==> config.mk <==
export PLATFORM = sky130hd
export DESIGN_NAME = btb_nway
export DESIGN_NICKNAME = d
export VERILOG_FILES = /design/src/rtl/btb_pkg.sv /design/src/rtl/btb_plru_tree.sv /design/src/rtl/btb_nway.sv
export SDC_FILE = /design/constraint.sdc
export NUM_CORES = 2
export LEC_CHECK = 0
export BUFFER_PORTS_ARGS = -buffer_cell sky130_fd_sc_hd__buf_2
export CAP_MARGIN = 25
export CORE_MARGIN = 10
export CORE_UTILIZATION = 55
export CTS_CLUSTER_DIAMETER = 60
export DETAILED_ROUTE_END_ITERATION = 8
export PLACE_DENSITY = 0.74
export SLEW_MARGIN = 5
export SYNTH_ARGS = -nofsm -noshare
export SYNTH_HDL_FRONTEND = slang
export SYNTH_HIERARCHICAL = 1
export SYNTH_SLANG_ARGS = --single-unit
==> constraint.sdc <==
create_clock -name clk -period 12.1 [get_ports clk]
set_clock_uncertainty 0.15 [all_clocks]
set_input_delay 0.605 -clock clk [delete_from_list [all_inputs] [get_ports clk]]
set_output_delay 0.605 -clock clk [all_outputs]
set_load 0.005 [all_outputs]
==> src/rtl/btb_pkg.sv <==
// Shared sizing helpers for the set-associative branch target buffer.
package btb_pkg;

  function automatic int BTB_S_TAG(input int s_index);
    return 32 - s_index - 2;
  endfunction

  function automatic int plru_nodes(input int ways);
    return ways - 1;
  endfunction

  function automatic int ctr_init(input int ctr_bits);
    return 1 << (ctr_bits - 1);
  endfunction

endpackage

==> src/rtl/btb_plru_tree.sv <==
// Tree-PLRU for one set: next node bits after touching a way, plus the current victim.
// Purely combinational; no handshake.
module btb_plru_tree
  import btb_pkg::*;
#(
  parameter int WAYS = 4
) (
  input  logic [WAYS-2:0]         plru_in,
  input  logic [$clog2(WAYS)-1:0] touch_way,
  output logic [WAYS-2:0]         plru_out,
  output logic [$clog2(WAYS)-1:0] victim_way
);
  localparam int WL    = $clog2(WAYS);
  localparam int NODES = plru_nodes(WAYS);

  // Node on level l of the touched path is (2^l - 1) + (way's top l bits).
  always_comb begin
    plru_out = plru_in;
    for (int n = 0; n < NODES; n++) begin
      for (int l = 0; l < WL; l++) begin
        if (n == ((1 << l) - 1 + int'(touch_way >> (WL - l))))
          plru_out[n] = ~touch_way[WL-1-l];
      end
    end
  end

  always_comb begin
    logic w_bit;
    victim_way = '0;
    for (int l = 0; l < WL; l++) begin
      w_bit = 1'b0;
      for (int n = 0; n < NODES; n++) begin
        if (n == ((1 << l) - 1 + int'(victim_way)))
          w_bit = plru_in[n];
      end
      victim_way    = victim_way << 1;
      victim_way[0] = w_bit;
    end
  end

endmodule

==> src/rtl/btb_nway.sv <==
// N-way set-associative BTB with tree-PLRU replacement and saturating direction counters.
// Lookup response registered one cycle after request; no backpressure, one lookup and one update per cycle.
module btb_nway
  import btb_pkg::*;
#(
  parameter int S_INDEX  = 3,
  parameter int WAYS     = 4,
  parameter int TARGET_W = 32,
  parameter int CTR_BITS = 2
) (
  input  logic                    clk,
  input  logic                    rst,
  input  logic                    flush,
  input  logic                    lookup_valid,
  input  logic [31:0]             lookup_pc,
  output logic                    resp_valid,
  output logic                    resp_hit,
  output logic                    resp_taken,
  output logic [TARGET_W-1:0]     resp_target,
  output logic [$clog2(WAYS)-1:0] resp_way,
  input  logic                    upd_valid,
  input  logic [31:0]             upd_pc,
  input  logic                    upd_taken,
  input  logic [TARGET_W-1:0]     upd_target
);
  localparam int SETS  = 1 << S_INDEX;
  localparam int TAG_W = BTB_S_TAG(S_INDEX);
  localparam int NODES = plru_nodes(WAYS);
  localparam int WL    = $clog2(WAYS);
  localparam logic [CTR_BITS-1:0] CTR_INIT = CTR_BITS'(ctr_init(CTR_BITS));
  localparam logic [CTR_BITS-1:0] CTR_MAX  = '1;

  typedef struct packed {
    logic [TAG_W-1:0]    tag;
    logic [TARGET_W-1:0] target;
  } entry_t;

  logic [SETS-1:0][WAYS-1:0]               r_valid;
  logic [SETS-1:0][WAYS-1:0][CTR_BITS-1:0] r_ctr;
  logic [SETS-1:0][NODES-1:0]              r_plru;
  entry_t                                  r_ent [SETS][WAYS];

  logic                r_resp_valid, r_resp_hit, r_resp_taken;
  logic [TARGET_W-1:0] r_resp_target;
  logic [WL-1:0]       r_resp_way;

  logic [S_INDEX-1:0]  w_lk_set, w_up_set;
  logic [TAG_W-1:0]    w_lk_tag, w_up_tag;
  logic                w_lk_hit, w_lk_touch;
  logic [WL-1:0]       w_lk_way, w_unused_lk_victim;
  logic [NODES-1:0]    w_lk_plru, w_up_plru;
  logic                w_up_hit, w_up_has_inv, w_up_touch;
  logic [WL-1:0]       w_up_hit_way, w_up_inv_way, w_up_victim, w_up_way;
  logic [CTR_BITS-1:0] w_up_ctr, w_up_ctr_next;
  logic                w_unused_pc;

  assign w_unused_pc = ^{lookup_pc[1:0], upd_pc[1:0]};

  assign w_lk_set = lookup_pc[S_INDEX+1:2];
  assign w_lk_tag = lookup_pc[31:S_INDEX+2];
  assign w_up_set = upd_pc[S_INDEX+1:2];
  assign w_up_tag = upd_pc[31:S_INDEX+2];

  // Descending scans leave the lowest matching index as the winner.
  always_comb begin
    w_lk_hit = 1'b0;
    w_lk_way = '0;
    for (int w = WAYS - 1; w >= 0; w--) begin
      if (r_valid[w_lk_set][w] && (r_ent[w_lk_set][w].tag == w_lk_tag)) begin
        w_lk_hit = 1'b1;
        w_lk_way = WL'(w);
      end
    end
  end

  always_comb begin
    w_up_hit     = 1'b0;
    w_up_hit_way = '0;
    w_up_has_inv = 1'b0;
    w_up_inv_way = '0;
    for (int w = WAYS - 1; w >= 0; w--) begin
      if (r_valid[w_up_set][w] && (r_ent[w_up_set][w].tag == w_up_tag)) begin
        w_up_hit     = 1'b1;
        w_up_hit_way = WL'(w);
      end
      if (!r_valid[w_up_set][w]) begin
        w_up_has_inv = 1'b1;
        w_up_inv_way = WL'(w);
      end
    end
  end

  always_comb begin
    w_up_way = w_up_victim;
    if (w_up_hit)
      w_up_way = w_up_hit_way;
    else if (w_up_has_inv)
      w_up_way = w_up_inv_way;
  end

  assign w_up_ctr = r_ctr[w_up_set][w_up_hit_way];

  always_comb begin
    w_up_ctr_next = w_up_ctr;
    if (upd_taken && (w_up_ctr != CTR_MAX))
      w_up_ctr_next = w_up_ctr + 1'b1;
    else if (!upd_taken && (w_up_ctr != '0))
      w_up_ctr_next = w_up_ctr - 1'b1;
  end

  assign w_lk_touch = lookup_valid & w_lk_hit;
  assign w_up_touch = upd_valid & (w_up_hit | upd_taken);

  btb_plru_tree #(.WAYS(WAYS)) u_plru_lk (
    .plru_in    (r_plru[w_lk_set]),
    .touch_way  (w_lk_way),
    .plru_out   (w_lk_plru),
    .victim_way (w_unused_lk_victim)
  );

  btb_plru_tree #(.WAYS(WAYS)) u_plru_up (
    .plru_in    (r_plru[w_up_set]),
    .touch_way  (w_up_way),
    .plru_out   (w_up_plru),
    .victim_way (w_up_victim)
  );

  // Update's PLRU write is issued last so it wins when both touch one set.
  always_ff @(posedge clk) begin
    if (!rst) begin
      r_valid       <= '0;
      r_ctr         <= '0;
      r_plru        <= '0;
      r_resp_valid  <= 1'b0;
      r_resp_hit    <= 1'b0;
      r_resp_taken  <= 1'b0;
      r_resp_target <= '0;
      r_resp_way    <= '0;
    end else if (flush) begin
      r_valid       <= '0;
      r_plru        <= '0;
      r_resp_valid  <= lookup_valid;
      r_resp_hit    <= 1'b0;
      r_resp_taken  <= 1'b0;
      r_resp_target <= '0;
      r_resp_way    <= '0;
    end else begin
      r_resp_valid  <= lookup_valid;
      r_resp_hit    <= w_lk_touch;
      r_resp_taken  <= w_lk_touch & r_ctr[w_lk_set][w_lk_way][CTR_BITS-1];
      r_resp_target <= w_lk_touch ? r_ent[w_lk_set][w_lk_way].target : '0;
      r_resp_way    <= w_lk_touch ? w_lk_way : '0;
      if (w_lk_touch)
        r_plru[w_lk_set] <= w_lk_plru;
      if (w_up_touch) begin
        r_plru[w_up_set]            <= w_up_plru;
        r_valid[w_up_set][w_up_way] <= 1'b1;
        r_ctr[w_up_set][w_up_way]   <= w_up_hit ? w_up_ctr_next : CTR_INIT;
      end
    end
  end

  always_ff @(posedge clk) begin
    if (rst && !flush && w_up_touch) begin
      r_ent[w_up_set][w_up_way].tag    <= w_up_tag;
      r_ent[w_up_set][w_up_way].target <= upd_target;
    end
  end

  assign resp_valid  = r_resp_valid;
  assign resp_hit    = r_resp_hit;
  assign resp_taken  = r_resp_taken;
  assign resp_target = r_resp_target;
  assign resp_way    = r_resp_way;

endmodule

Yosys cells after proc, flatten, opt, wreduce, memory -nomap -nowiden --
Memories as Yosys holds them, arrays and structs flattened. Cells that the tools add are included.
Word-level totals: word-level logic and storage cells 679, output and inout bits 37, memories 1, bits in registers 157, latch bits 0, input port bits 102, ROM bits 0, memory bits (writable) 1888
Memories:
- r_ent | depth 8, width 236, read ports 2, clocked after Yosys merged registers in 0, wr ports 1, RTL line btb_nway.sv:41 | entry_t r_ent [SETS][WAYS];
Operators by class: reduce and logical (&&, ||, !) cells 25, $lt $le $gt $ge 11, shift operators 0, equal/unequal tests 15, div/mod/pow operators 0, mux-type cells 319, bitwise gates (word level) 250, $add $sub $neg 5, multiply operators 0
Operator list (number):
- two-way mux 236 bit | 2
- two-way mux 1 bit | 259
- OR 1 bit | 237
- demux 59 bit (select 2 bit) | 2
- equality test 27 bit | 8
- binary-select mux 59 bit (select 2 bit) | 1
- equality test 2 x 32 -> 1 bit (first input constant) | 3
- equality test 3 x 32 -> 1 bit (first input constant) | 3
- logical NOT 32 bit | 3
- two-way mux 24 bit | 4
- two-way mux 32 bit | 3
- bitwise mux 64 bit | 1
- two-way mux 59 bit | 1
- binary-select mux 8 bit (select 3 bit) | 2
- bitwise mux 24 bit | 2
- two-way mux 2 bit | 20
- OR 32 bit | 1
- binary-select mux 4 bit (select 3 bit) | 2
- demux 8 bit (select 3 bit) | 1
- two-way mux 8 bit | 3
- binary-select mux 3 bit (select 3 bit) | 2
- demux 3 bit (select 3 bit) | 2
- logical AND 1 bit | 16
- demux 4 bit (select 3 bit) | 1
- other kinds (23) | 46

Depth between registers and ports, before layout --
depth in word-level cells 16, gate-level depth with buffers 24, mapped depth without buffers 18

Hierarchy --
The synthesis kept the hierarchy.
Modules (own cells, without submodules):
- btb_nway | cells an instance 5612, area each 87830.5 um2, seq. area each 59837.4 um2, instances 1
- btb_plru_tree | cells an instance 7, area each 46.3 um2, seq. area each 0.0 um2, instances 2

Worst setup path after synthesis --
OpenSTA, ideal clock, no wires.
path type input -> register, start point input upd_pc[4], end point memory r_ent[7][118] (netlist name), enable pin, setup time 0.625 ns, arrival time 9.538 ns, path buffers 8, data required time 11.325 ns, slack 1.787 ns, cell stages on the path 22, cells stage by stage buf_2 > buf_6 > buf_6 > buf_4 > buf_2 > buf_2 > buf_1 > mux2i_1 > nor2_1 > a21oi_1 > nor2_1 > a21oi_1 > o21ai_0 > mux2_4 > nor2_1 > nor2_1 > o21ba_2 > inv_1 > nor4_1 > o21ai_1 > clkbuf_1 > nor4_1
Between the ends: cells in the longest elaborated chain, start to end 16, elaborated cells on any way between the ends 52, those cells by class add/sub: 1; order compare: 2; eq/ne: 6; mux: 31; bitwise: 4; reduce/logical: 7; memory: 1
Ends and longest elaborated chain:
- from (decl) | RTL line btb_nway.sv:22 | input logic [31:0] upd_pc,
- binary-select mux 3 bit (select 3 bit) (*) | RTL line btb_nway.sv:122 | .plru_in (r_plru[w_up_set]),
- two-way mux 3 bit (not written as such) (*) | RTL line btb_nway.sv:122
- adder 1 x 1 -> 2 bit | RTL line btb_plru_tree.sv:33 | if (n == ((1 << l) - 1 + int'(victim_way)))
- logical NOT 32 bit | RTL line btb_plru_tree.sv:33
- two-way mux 1 bit (2 in series) | RTL line btb_plru_tree.sv:33
- two-way mux 1 bit (*) | RTL line btb_plru_tree.sv:33
- via w_up_victim[0] | RTL line btb_nway.sv:53 | logic [WL-1:0] w_up_hit_way, w_up_inv_way, w_up_victim, w_up_way;
- two-way mux 2 bit (*) | RTL line btb_nway.sv:97 | else if (w_up_has_inv)
- two-way mux 2 bit (*) | RTL line btb_nway.sv:95 | if (w_up_hit)
- NOT 2 -> 3 bit (not written as such) (*) | RTL line btb_nway.sv:165, btb_nway.sv:166
- greater-or-equal comparator 3 bit (not written as such) or < comparator 3 x 1 -> 1 bit (tied branches) | RTL line btb_nway.sv:166 | r_ent[w_up_set][w_up_way].target <= upd_target;
- logical AND 1 bit (not written as such) | RTL line btb_nway.sv:166
- two-way mux 32 bit (not written as such) | RTL line btb_nway.sv:166
- demux 59 bit (select 2 bit) | RTL line btb_nway.sv:166
- two-way mux 236 bit (not written as such) | RTL line btb_nway.sv:166
- OR 1 bit (no source line) (*)
- to (decl) | RTL line btb_nway.sv:41
Mark *: on every way through the listed nets, which the timed path passes. The rest lies on a longest branch. The select of a mux whose other input is x is not followed.

Worst setup path in the final report --
start point input upd_pc[3], end point memory r_ent[1][228] (netlist name), enable pin
Between the ends: cells in the longest elaborated chain, start to end 16, elaborated cells on any way between the ends 52, those cells by class add/sub: 1; order compare: 2; eq/ne: 6; mux: 31; bitwise: 4; reduce/logical: 7; memory: 1
Ends and longest elaborated chain:
- binary-select mux 3 bit (select 3 bit) | RTL line btb_nway.sv:122
- two-way mux 3 bit (not written as such) | RTL line btb_nway.sv:122
- adder 1 x 1 -> 2 bit | RTL line btb_plru_tree.sv:33
- logical NOT 32 bit | RTL line btb_plru_tree.sv:33
- two-way mux 1 bit (3 in series) | RTL line btb_plru_tree.sv:33
- two-way mux 2 bit | RTL line btb_nway.sv:97
- two-way mux 2 bit | RTL line btb_nway.sv:95
- NOT 2 -> 3 bit (not written as such) | RTL line btb_nway.sv:165, btb_nway.sv:166
- greater-or-equal comparator 3 bit (not written as such) or < comparator 3 x 1 -> 1 bit (tied branches) | RTL line btb_nway.sv:165 | r_ent[w_up_set][w_up_way].tag <= w_up_tag;
- logical AND 1 bit (not written as such) | RTL line btb_nway.sv:165
- two-way mux 59 bit (not written as such) | RTL line btb_nway.sv:165
- demux 59 bit (select 2 bit) | RTL line btb_nway.sv:165
- two-way mux 236 bit (not written as such) | RTL line btb_nway.sv:165
- OR 1 bit (no source line)
Parallel ways exist; a longest one is shown, timed or not. The select of a mux whose other input is x is not followed.

==> flow_summary.json <==
{
  "wl_um": 295000,
  "grt_antenna_before_repair": 27,
  "path_class": "input pin to flop",
  "period_share_pct": 65.1,
  "h-tree-depth": 4,
  "syn_area_um2": 87900,
  "holdWs_ns": 0.0563,
  "hold_buffers": 1,
  "grt_pass1_wl_um": 412000,
  "leakagePower_nw": 31.2,
  "max_freq_ghz": 0.127,
  "grtUsageTotal_pct": 32.5,
  "status": "finished, final reports clean",
  "io_pins": 139,
  "grt-ovfl-total": 0,
  "critical-path-slowest-cell": "buf_4",
  "dr.pass1.iters": 7,
  "tightest_slew_ns": 1.28,
  "cp_common_cell": "buf_4",
  "ys_warn_count": 6,
  "hold_class": "input pin to flop",
  "drtAntennaViolNets": 0,
  "die_x_um": 420,
  "mappedNetlistNets": 5723,
  "crit_chain": "buf_6 -> buf_4 -> buf_4 -> nand2b_1 -> o22ai_1 -> o21a_1 -> nor4_1 -> nand4_1 -> nor4_4 -> nor3_2 -> buf_6 -> a211o_1 -> or2_0 -> nor2_4 -> buf_4",
  "syn_to_final_growth_pct": 10.9,
  "rsz0062_at_grt": "no",
  "endpoint_kind": "flop",
  "layout-drive-gt1-share_pct": 18.2,
  "regToRegStartpoint": "r_ent[6][154]",
  "post-route-drc-count": 0,
  "drt_iter0_drc": 11300,
  "min_from": "upd_target[17]",
  "crit_fanout": 48,
  "cts_root_buffer": "clkbuf_16",
  "cts_resized": 0,
  "hold_viol_final": 0,
  "finalPower_w": 0.0149,
  "initial_core_util_pct": 55.4,
  "setup_viol": 0,
  "powerDensity_nw_per_um2": 153,
  "die_y_um": 420,
  "report.final.slew_viol_count": 0,
  "cts.clk_slew.worst_paths_ns": 0.06,
  "die-area_um2": 176000,
  "wl_per_cell_um": 37.0,
  "io_buffers": 134,
  "cap_violations": 0,
  "gp_congestion": 1.02,
  "clkLatencyLatePin_ns": 0.88,
  "n_fill_cell": 11300,
  "vias": 59200,
  "finalCriticalPeriod_ns": 7.88,
  "critPathLaunch": "upd_pc[3]",
  "critPathLaunchType": "input pin",
  "crit_path_max_incr_delay_ns": 0.94,
  "cp_data_required_time_ns": 12.41,
  "nets": 5812,
  "vdd_drop_max_v": 0.000171,
  "tns_ns": 0,
  "cts_tree": "yes",
  "dp_hpwl_um": 166000,
  "syn_inst": 5619,
  "cts_sinks": 2045,
  "grt_max_degree": 124,
  "rows": 146,
  "coreArea_um2": 159000,
  "post-cts-setup-buffers": 0,
  "max-clock-path-buffers": 3,
  "syn_avg_cell_area_um2": 15.6,
  "grt_pass1_vias": 57300,
  "max-slew-margin-rel_pct": 14.7,
  "cts_made_buffers": 199,
  "vias_per_cell": 7.43,
  "crit_arrival_ns": 8.19
}
[sequential cells by signal, summed over array words and instances, names as in the netlist]
name,count
resp_taken,1
r_ent,1888
r_plru,24
resp_hit,1
r_valid,32
r_ctr,64
resp_valid,1
resp_way,2
resp_target,32
[layout by cell type (no fill, tap or decap), types with 99 or more instances in the layout]
cell       count
a21oi_1      145
a221oi_1     222
a22oi_1      489
buf_2        129
buf_4        153
clkbuf_16    203
dfxtp_1      157
edfxtp_1    1888
mux2_2       257
mux2i_1      383
mux4_2       112
nor2_1       129
o21ai_0       99
o22ai_1      137
[worst max-delay path: cells and delay by family]
kind            cells  cell delay, ns
simple gates        7            3.27
compound gates      3            1.02
buf+inv             5            2.94
[worst paths after layout]
kind | slack (ns) | cells past startpoint | to
worst min register to register | 0.32 | 2 | r_valid[15]
worst max-delay path | 4.22 | 15 | r_ent[1][228]
worst max register to register | 5.31 | 11 | r_ent[1][228]
worst min-delay path | 0.06 | 1 | r_ent[0][76]
[cell type report]
type | count | area, um2 | area share [%]
flip-flops and latches | 2045 | 59800 | 61.4
diodes | 16 | 40.0 | 0.0411
repair buffers | 303 | 2170 | 2.23
clock inverters | 104 | 1010 | 1.04
clock buffers | 263 | 5400 | 5.54
multi-input cells | 3114 | 26200 | 26.9
well taps | 2072 | 2590 | 2.66
inverters | 45 | 174 | 0.179
[stage by stage]
stage	cell area, um2	utilization, %	worst slack [ns]	cells
2_1_floorplan	87900	-	1.79	5619
3_3_place_gp	90900	57.3	3.67	7573
3_5_place_dp	91000	57.4	3.68	7575
4_1_cts	97400	61.4	4.57	7943
5_1_grt	97400	61.4	4.17	7952
6_report	97400	61.4	4.22	7962
[routing by layer]
layer	share of wire [%]	track usage, %	vias up
li1	-	-	23400
met1	34	42.0	29400
met2	44	48.5	5250
met3	15	9.44	1116
met4	7.2	20.2	26
met5	0.057	0	-
[power breakdown]
group | internal (W) | switching (W)
Sequential | 0.00772 | 0.00000366
Clock | 0.00339 | 0.00271
Combinational | 0.000326 | 0.000765
Total | 0.0114 | 0.00348
(Power assumes the default switching activity.)
